`src/rtl/multicycle_alu.sv`:
```
// rtl/multicycle_alu.sv - sequential ALU stage: single-cycle ADD/SUB, bit-serial SLL
// start/busy/done handshake; results are held in registers until the next operation completes.
module multicycle_alu #(
  parameter int DATA_WIDTH  = 32,
  parameter int SHAMT_WIDTH = 5
) (
  input  logic                  clk,
  input  logic                  reset,
  input  logic                  start_i,
  input  logic [3:0]            ALU_Operation_i,
  input  logic [DATA_WIDTH-1:0] A_i,
  input  logic [DATA_WIDTH-1:0] B_i,
  output logic                  busy_o,
  output logic                  done_o,
  output logic [DATA_WIDTH-1:0] ALU_Result_o,
  output logic                  Zero_o
);

  localparam logic [3:0] OP_ADD = 4'b0000;
  localparam logic [3:0] OP_SUB = 4'b0010;
  localparam logic [3:0] OP_SLL = 4'b0011;

  typedef enum logic [1:0] {S_IDLE, S_SHIFT, S_DONE} state_t;

  state_t                 state_q, state_d;
  logic [DATA_WIDTH-1:0]  acc_q, acc_d;
  logic [SHAMT_WIDTH-1:0] cnt_q, cnt_d;
  logic [DATA_WIDTH-1:0]  result_q, result_d;
  logic                   zero_q, zero_d;

  always_ff @(posedge clk or negedge reset) begin
    if (!reset) begin
      state_q  <= S_IDLE;
      acc_q    <= '0;
      cnt_q    <= '0;
      result_q <= '0;
      zero_q   <= 1'b1;
    end else begin
      state_q  <= state_d;
      acc_q    <= acc_d;
      cnt_q    <= cnt_d;
      result_q <= result_d;
      zero_q   <= zero_d;
    end
  end

  always_comb begin
    state_d  = state_q;
    acc_d    = acc_q;
    cnt_d    = cnt_q;
    result_d = result_q;
    zero_d   = zero_q;
    unique case (state_q)
      S_IDLE: begin
        if (start_i) begin
          state_d = S_DONE;
          unique case (ALU_Operation_i)
            OP_ADD: result_d = A_i + B_i;
            OP_SUB: result_d = A_i - B_i;
            OP_SLL: begin
              acc_d = A_i;
              cnt_d = B_i[SHAMT_WIDTH-1:0];
              // A zero shift amount completes immediately with the unshifted source.
              if (B_i[SHAMT_WIDTH-1:0] == '0) result_d = A_i;
              else                            state_d  = S_SHIFT;
            end
            default: result_d = '0;
          endcase
          if (state_d == S_DONE) zero_d = (result_d == '0);
        end
      end
      S_SHIFT: begin
        acc_d = acc_q << 1;
        cnt_d = cnt_q - 1'b1;
        if (cnt_q == {{(SHAMT_WIDTH-1){1'b0}}, 1'b1}) begin
          result_d = acc_q << 1;
          zero_d   = ((acc_q << 1) == '0);
          state_d  = S_DONE;
        end
      end
      S_DONE:  state_d = S_IDLE;
      default: state_d = S_IDLE;
    endcase
  end

  assign busy_o       = (state_q != S_IDLE);
  assign done_o       = (state_q == S_DONE);
  assign ALU_Result_o = result_q;
  assign Zero_o       = zero_q;

endmodule
```
`config.mk`:
```
export PLATFORM = sky130hd
export DESIGN_NAME = multicycle_alu
export DESIGN_NICKNAME = d
export VERILOG_FILES = /design/src/rtl/multicycle_alu.sv
export SDC_FILE = /design/constraint.sdc
export NUM_CORES = 1
export LEC_CHECK = 0
export BUFFER_PORTS_ARGS = -buffer_cell sky130_fd_sc_hd__buf_4
export CELL_PAD_IN_SITES_DETAIL_PLACEMENT = 0
export CELL_PAD_IN_SITES_GLOBAL_PLACEMENT = 1
export CORE_ASPECT_RATIO = 0.5
export CORE_MARGIN = 2
export CORE_UTILIZATION = 35
export DETAILED_ROUTE_END_ITERATION = 10
export HOLD_SLACK_MARGIN = 0.08
export PLACE_DENSITY = 0.77
export REMOVE_ABC_BUFFERS = 1
export SKIP_CTS_REPAIR_TIMING = 1
export SLEW_MARGIN = 40
export SYNTH_ARGS = -nofsm -noshare
export SYNTH_HDL_FRONTEND = slang
export SYNTH_SLANG_ARGS = --single-unit
```
`constraint.sdc`:
```
create_clock -name clk -period 6 [get_ports clk]
set_input_delay 0.6 -clock clk [delete_from_list [all_inputs] [get_ports clk]]
set_output_delay 0.6 -clock clk [all_outputs]
set_load 0.03 [all_outputs]
```
# Yosys cells after proc, flatten, opt, wreduce, memory -nomap -nowiden
# Index checks and enable logic that the tools add are counted.
# totals
ram_bits	0
latchBits	0
output_inout_bits	35
register_bits	71
inputBits	71
wordCells	53
memories	0
mem_bits_ro	0
# op_classes
order_cmp	0
div	0
n_reduce_logical	11
n_addsub	3
n_eq_ne	10
n_mux	24
n_shift	0
mul	0
bitwise_logic	0
# op_table
cell	count
32-bit 2-to-1 mux	5
32-bit one-hot mux with 3 select lines	1
32-bit logical NOT	2
32-bit one-hot mux with 2 select lines	1
31-bit 2-to-1 mux	2
31-bit one-hot mux with 2 select lines	1
32-bit adder	1
32-bit subtractor	1
2-bit 2-to-1 mux	6
5-bit 2-to-1 mux	2
5-bit one-hot mux with 2 select lines	1
4-bit by 2-bit equality test with 1-bit output, second input constant	2
2-bit != test, second input constant	3
3-bit AND reduction	2
5-bit by 1-bit equality test with 1-bit output, second input constant	1
5-bit logical NOT	1
5-bit by 1-bit subtractor with 5-bit output, second input constant	1
2-bit equality test, second input constant	2
4-bit logical NOT	1
2-bit one-hot mux with 2 select lines	1
4-bit AND reduction	1
2-bit nonzero test	2
1-bit 2-to-1 mux	3
2-bit by 1-bit equality test with 1-bit output, second input constant	1
4 further kinds	4

# Longest topological paths before layout
# Gate-level depths: netlist of run 1.
# logic_depth
depth_word	9
mapped_depth	21
mapped_depth_nobuf	21

# Least setup slack after synthesis of run 1
# OpenSTA, ideal clock, no wires.
# synth_timing
kind	input to register
startpoint	input B_i[4]
endpoint	register zero_q, in the netlist Zero_o
arrival_ps	4068
required_ps	5914
path_buffers	0
setup_time_ps	86
slack_ps	1845
stages	17
path_cell_list	or3_1 or3b_1 nor2_1 a21oi_1 xnor2_1 ha_1 and3_1 and3_1 o211a_1 or3_1 a31oi_1 nand4b_1 nor4_1 nand4_1 nor4_1 nand4_1 o31ai_2
# synth_between
elab_chain_cells	9
elab_cells_between_ends	18
classes_between	2 x add/sub; 2 x eq/ne; 11 x mux; 3 x reduce/logical
# synth_rtl
item	line	source
from (decl)	12	input logic [DATA_WIDTH-1:0] B_i,
branches (longest 9 deep; another with 32-bit subtractor)	n/a	
to (signal assigned)	43	zero_q <= zero_d;
to (decl)	29	logic zero_q, zero_d;
# Several ways; the timed one is not identified. The select of a mux whose other input is x is not followed.
# A chain may end at the register's enable or synchronous reset.

# Final worst setup path of run 1
# Ends and elaborated chain as after synthesis.

==> run metrics, run 1 <==
HP Class in2async; Power Density 315 nW/um^2; layout cells sized above 1 17.1%; timing-limited maximum frequency 0.205 GHz; post-synthesis adder-cell area fraction 6.93%; Critical Path RT 6.26 ns; Die Ht 101 um; worst slack at placement 0.827 ns; Final Skew 0.0119 ns; distinct cell type count after synthesis 71; most numerous cell in the Yosys netlist nand2_1; Slew Limit Fails 0; setup ws final 1.12 ns; post-synthesis compound-gate area fraction 28.3%; DP HPWL 17,900 um; ANT nets after route 0; CTS tree done; first-pass GRT wire length 37,300 um; root buffer cell clkbuf_16; boundary pin count 106; Reg2Reg Setup Slack 2.36 ns; post-route core utilization 43.4%; Post-synth EDFFs 0; wire per inst 19.9 um; DRT Pass-1 Iters 5; Seq cells post-synth 71; total die area 20,100 sq um; Synth top cells by count nand2_1, a21oi_1, dfrtp_1; Initial Utilization 35.8%; vias after detailed routing 6,881; worst ir drop on vdd 0.170 mV; remaining global-route overflow 0; # fillers 1,900; largest family of logic cells by synthesized area compound AO/OA/AOI/OAI gates; Clock Latency Late Sink 0.35 ns; Synth area leader dfrtp_1; die width 198 um; pin count of the biggest net entering global routing 72; critical path arrival 5.15 ns; # rows 35; Worst Reg2Reg Path Length in Cells 11; gr usage total 24.1%; CTS sink cnt 71; fin crit period 4.88 ns; DRC 0; DRT iter0 DRCs 539; Core Area 18,400 sq um; Final period util 81.4%; design area 8000 sq um; mapped cell area 6610 sq um; area of the multi-input gates 4620 sq um; CP max FO 10; YS warnings 0; RSZ-0062 raised after global routing false; simple-gate share of the synthesized area 20.8%; Startpoint Class primary input; max-capacitance violation count 0; Final Hold Vio Count 0; register area 1780 sq um; status finished clean; Synth Area in XOR/XNOR 6.49%; antenna violations before repair 0; Vias/cell 5.80; fraction of registers with async set/reset 100%; cts bufs inserted 9; Antenna Cells 0; top cell type's share of synthesized area 26.5%; final WL 23,600 um; vias in the first global route 6,601; CTS Buffer Depth 2; Layout Nets 1,030; Syn-to-layout area delta 21.0%; Crit Path Category in2reg; setup violators final 0; Worst slew margin 42.3%; setup TNS 0 ns; H-tree depth 3; syn avg cell area 7.86 sq um; post-synthesis mux area share 6.91%; post-synthesis sequential area ratio 26.9%; worst slew pin tran 0.866 ns; crit end category flip-flop; placer congestion estimate 0.949; cells along the critical path buf_4 > or3_1 > or3b_1 > nor2_1 > a21oi_1 > xnor2_1 > ha_1 > nand2_1 > nor4_1 > o21ai_1 > a31oi_2 > a21oi_1 > xnor2_1 > a221oi_1 > nand4_1 > nor4_1 > nand4_1 > o31ai_2; I/O Buffers 105; clock transition at the registers of the reported paths 0.06 ns; worst r2r src state_q[0]; Placement Cell Area 7670 sq um; Synth area leaders dfrtp_1, nand2_1, ha_1; CP max stage cell ha_1; CP peak stage delay 0.43 ns; Synth Flop Type dfrtp_1; Tot Pwr 2.52 mW; Post-Syn Instances 841; worst reg2reg path endpoint Zero_o; leakage power 3.44 nW
## cell families after synthesis
logic type               after synthesis
AO/OA/AOI/OAI                        279
XOR/XNOR                              49
adder cells (fa/ha/maj)               36
buffers and inverters                 63
flip-flops                            71
multiplexers                          45
AND/OR/NAND/NOR                      298
## metrics by stage
stage               hold WS (ns)  cells
CTS                        0.302   1187
global route               0.338   1187
floorplan                  0.304    795
global placement           0.487   1171
finish                     0.279   1187
detailed placement         0.495   1171
## power breakdown
part	internal, mW	total [mW]	switching [mW]
registers	0.647	0.875	0.228
clock network	0.376	0.603	0.228
logic	0.441	1.04	0.598
## layer usage
metal  GRT usage (%)  wire length [um]  vias up
li1                -                 -     3276
met1            35.5             11500     3366
met2            37.1             10500      217
met3            3.80              1300       22
met4            5.55               314        0
met5               0                 0        -
## cells in the final DEF, fill, tap and decap left out, drive strengths merged, types with 9 or more instances in the layout
| cell type | instances |
|---|---|
| nor2 | 65 |
| a31oi | 9 |
| mux2i | 40 |
| o31ai | 15 |
| nand2b | 9 |
| nand2 | 137 |
| nor3 | 19 |
| or3 | 9 |
| o21ai | 55 |
| a221o | 30 |
| o21a | 11 |
| clkbuf | 11 |
| ha | 35 |
| inv | 17 |
| xnor2 | 23 |
| dfrtp | 70 |
| xor2 | 26 |
| buf | 117 |
| a21oi | 87 |
| a21o | 10 |
| nand3 | 10 |
| o22ai | 13 |
| nor4 | 14 |
| nand4 | 9 |
## worst max path at each step
| stage | from | endpoint | slack (ns) | depth (start not counted) |
|---|---|---|---|---|
| final | B_i[4] | Zero_o | 1.12 | 18 |
| after global placement | B_i[4] | Zero_o | 0.87 | 20 |
| after global routing | B_i[4] | Zero_o | 0.84 | 18 |
| after CTS | B_i[4] | Zero_o | 1.18 | 18 |
| after detailed placement | B_i[4] | Zero_o | 0.83 | 18 |
| after floorplan | ALU_Operation_i[0] | Zero_o | 0.85 | 16 |
## sequential cells by signal (all words and copies together), names as in the netlist
name,flops
state_q,2
Zero_o,1
acc_q,31
cnt_q,5
ALU_Result_o,32
## worst max-delay path, delay by kind of cell
kind	cells	cell delay, ns
AOI/OAI and AO/OA	6	1.40
xor gates and xnor gates	2	0.34
adders and majority gates	1	0.43
buffers and inverters	1	0.13
and+or+nand+nor	8	2.21
## final cells by class
class                      instances  area share (%)
timing repair buffer             117            11.0
multi-input combinational        707            57.8
clock inverter                     5            1.02
sequential                        71            22.2
clock buffer                      11            3.04
tap                              259            4.05
inverter                          17           0.798
(Power assumes the default switching activity.)
==> run 2, diff against run 1 <==
Settings changed: ABC_AREA set to 1, PLACE_DENSITY 0.77 to 0.84.
Clock period 6 ns to 4.2 ns, I/O delays scaled along.
==> run 2 against run 1 <==
Effect of this change: critical path depth rose by 12; synthesized area increased by 11%; sequential power grew 38%; cell area up 14%; utilization increased by 0.86 points; largest cell class unchanged; largest power group unchanged.
==> run metrics, run 2 <==
status finished clean; Worst Reg2Reg Path Length in Cells 10 (-1); distinct cell type count after synthesis 37 (-48%); first-pass GRT wire length 45,000 um (+21%); CP peak stage delay 0.35 ns (-0.08 ns); HP Class in2async; die width 209 um (+5.3%); worst ir drop on vdd 0.204 mV (+19%); Power Density 431 nW/um^2 (+37%); design area 9090 sq um (+14%); Seq cells post-synth 71 (unchanged); Synth Flop Type dfrtp_1; cts bufs inserted 9 (unchanged); most numerous cell in the Yosys netlist nand2_1; hold_ws 0.0856 ns (-0.193 ns); leakage power 4.97 nW (+44%); worst r2r src state_q[0]; mapped cell area 7350 sq um (+11%); routed wl met3 3030 um (+130%); Comb pwr share 47.3% (+6.0 points); timing-limited maximum frequency 0.256 GHz; worst slack at placement -0.323 ns (-1.15 ns); # rows 37 (+5.7%); post-synthesis sequential area ratio 24.2% (-2.7 points); setup violators final 0 (unchanged); root buffer cell clkbuf_16; Final period util 93.0%; vias in the first global route 7,897 (+20%); wire per inst 17.8 um (-11%); boundary pin count 106 (unchanged); placer congestion estimate 1.02 (+7.9%); Post-Syn Instances 1,259 (+50%); Tot Pwr 3.92 mW (+56%); syn avg cell area 5.84 sq um (-26%); DP HPWL 24,300 um (+35%); Worst slew margin 53.7% (+11 points); CP max stage cell ha_1; worst slew pin tran 0.694 ns (-0.172 ns); internal power 2.20 mW (+50%); CTS tree done; worst reg2reg path endpoint Zero_o; CP max FO 4 (-6); Sequential Power Share 30.9% (-3.9 points); metal2 WL 12,000 um (+15%); DRT Pass-1 Iters 6 (+1); Synth top cells by count nand2_1, inv_1, nor2_1; total die area 22,200 sq um (+11%); max-capacitance violation count 0 (unchanged); remaining global-route overflow 0 (unchanged); Post-synth EDFFs 0 (unchanged); sum of routed wire segments on met1 14,200 um (+23%); clock transition at the registers of the reported paths 0.06 ns (about the same); vias after detailed routing 8,613 (+25%); Core Area 20,600 sq um (+11%); crit end category flip-flop; CTS sink cnt 71 (unchanged); top cell type's share of synthesized area 23.8% (-2.7 points); most common cell after layout, fill and taps aside nand2_1; P_sw 1.72 mW (+64%); antenna violations before repair 1 (+1); setup ws final 0.296 ns (-0.821 ns); fin crit period 3.90 ns; Placement Cell Area 8690 sq um (+13%); Syn-to-layout area delta 23.7%; RSZ-0062 raised after global routing true; final WL 29,600 um (+25%); Critical Path RT 4.47 ns (-1.79 ns); gr usage total 26.7% (+2.5 points); pin count of the biggest net entering global routing 72 (unchanged); Die Ht 106 um (+5.2%); I/O Buffers 105 (unchanged); critical path arrival 4.17 ns (-0.98 ns); Vias/cell 5.18 (-11%); Synth area leaders dfrtp_1, nand2_1, inv_1; # fillers 2,258 (+19%); Startpoint Class primary input; Slew Limit Fails 0 (unchanged); H-tree depth 3 (unchanged); layout cells sized above 1 14.0% (-3.2 points); Crit Path Category in2reg; DRC 0 (unchanged); DRT iter0 DRCs 786 (+46%); most frequent cells in the layout nand2_1, inv_1, buf_4; Antenna Cells 0 (unchanged); CTS Buffer Depth 2 (unchanged); max layer used met5; Synth area leader dfrtp_1; Final Hold Vio Count 0 (unchanged); YS warnings 0 (unchanged); fraction of registers with async set/reset 100% (unchanged); switching part of the total power 44.0% (+2.1 points); ANT nets after route 0 (unchanged); post-route core utilization 44.2% (+0.86 points); Reg2Reg Setup Slack 1.93 ns (-0.43 ns); Clock power frac 21.8% (-2.2 points); Largest register FFs 32 (unchanged); Final Skew 0.00933 ns (-0.00257 ns); Initial Utilization 35.8% (-0.091 points); Layout Nets 1,493 (+45%); Clock Latency Late Sink 0.34 ns (about the same)
[run 2: per-stage QoR]
stage | instances | TNS (ns)
floorplan | 1223 | -2.90
global placement | 1646 | -0.313
detailed placement | 1646 | -0.334
CTS | 1661 | 0
global route | 1663 | -0.0274
finish | 1663 | 0
[run 2: per-layer routing]
metal	vias to the layer above	track usage, %
li1	4237	-
met1	4006	38.9
met2	339	38.7
met3	29	7.86
met4	2	4.80
met5	-	0
[run 2: power groups by stage]
stage | clock network [mW] | registers (mW) | logic (mW)
4_1_cts | 0.851 | 1.21 | 1.83
5_1_grt | 0.885 | 1.25 | 2.04
2_1_floorplan | 0 | 1.39 | 0.932
3_3_place_gp | 0 | 1.20 | 1.81
3_5_place_dp | 0 | 1.22 | 1.82
6_report | 0.856 | 1.21 | 1.85
[run 2: cell families after synthesis]
group	after synthesis	synth area share [%]
AOI/OAI and AO/OA	152	12.8
xor gates and xnor gates	31	3.69
adders and majority gates	36	6.23
buffers and inverters	254	13.2
DFF	71	24.2
and+or+nand+nor	715	39.9
[run 2: layout make-up]
type / count / area, sq um / share of cell area [%]
clock inverters: 5 / 82.6 / 0.908
flip-flops and latches: 71 / 1780 / 19.6
inverters: 218 / 818 / 9.00
multi-input cells: 934 / 4690 / 51.6
well taps: 273 / 342 / 3.76
clock buffers: 10 / 239 / 2.63
repair buffers: 152 / 1140 / 12.6
[run 2: worst max-delay path: cells and delay by family]
kind | cells | cell delay, ns
xor+xnor | 1 | 0.09
buf+inv | 4 | 0.37
fa+ha+maj | 2 | 0.50
simple gates | 21 | 2.49
compound gates | 2 | 0.31
[run 2: worst max-delay path by stage]
stage	from	to	slack (ns)	depth (start not counted)
6_report	B_i[0]	Zero_o	0.30	30
5_1_grt	B_i[0]	Zero_o	-0.03	30
4_1_cts	B_i[0]	Zero_o	0.02	30
3_5_place_dp	B_i[0]	Zero_o	-0.32	30
3_3_place_gp	B_i[0]	Zero_o	-0.31	30
2_1_floorplan	ALU_Operation_i[2]	Zero_o	-0.43	25
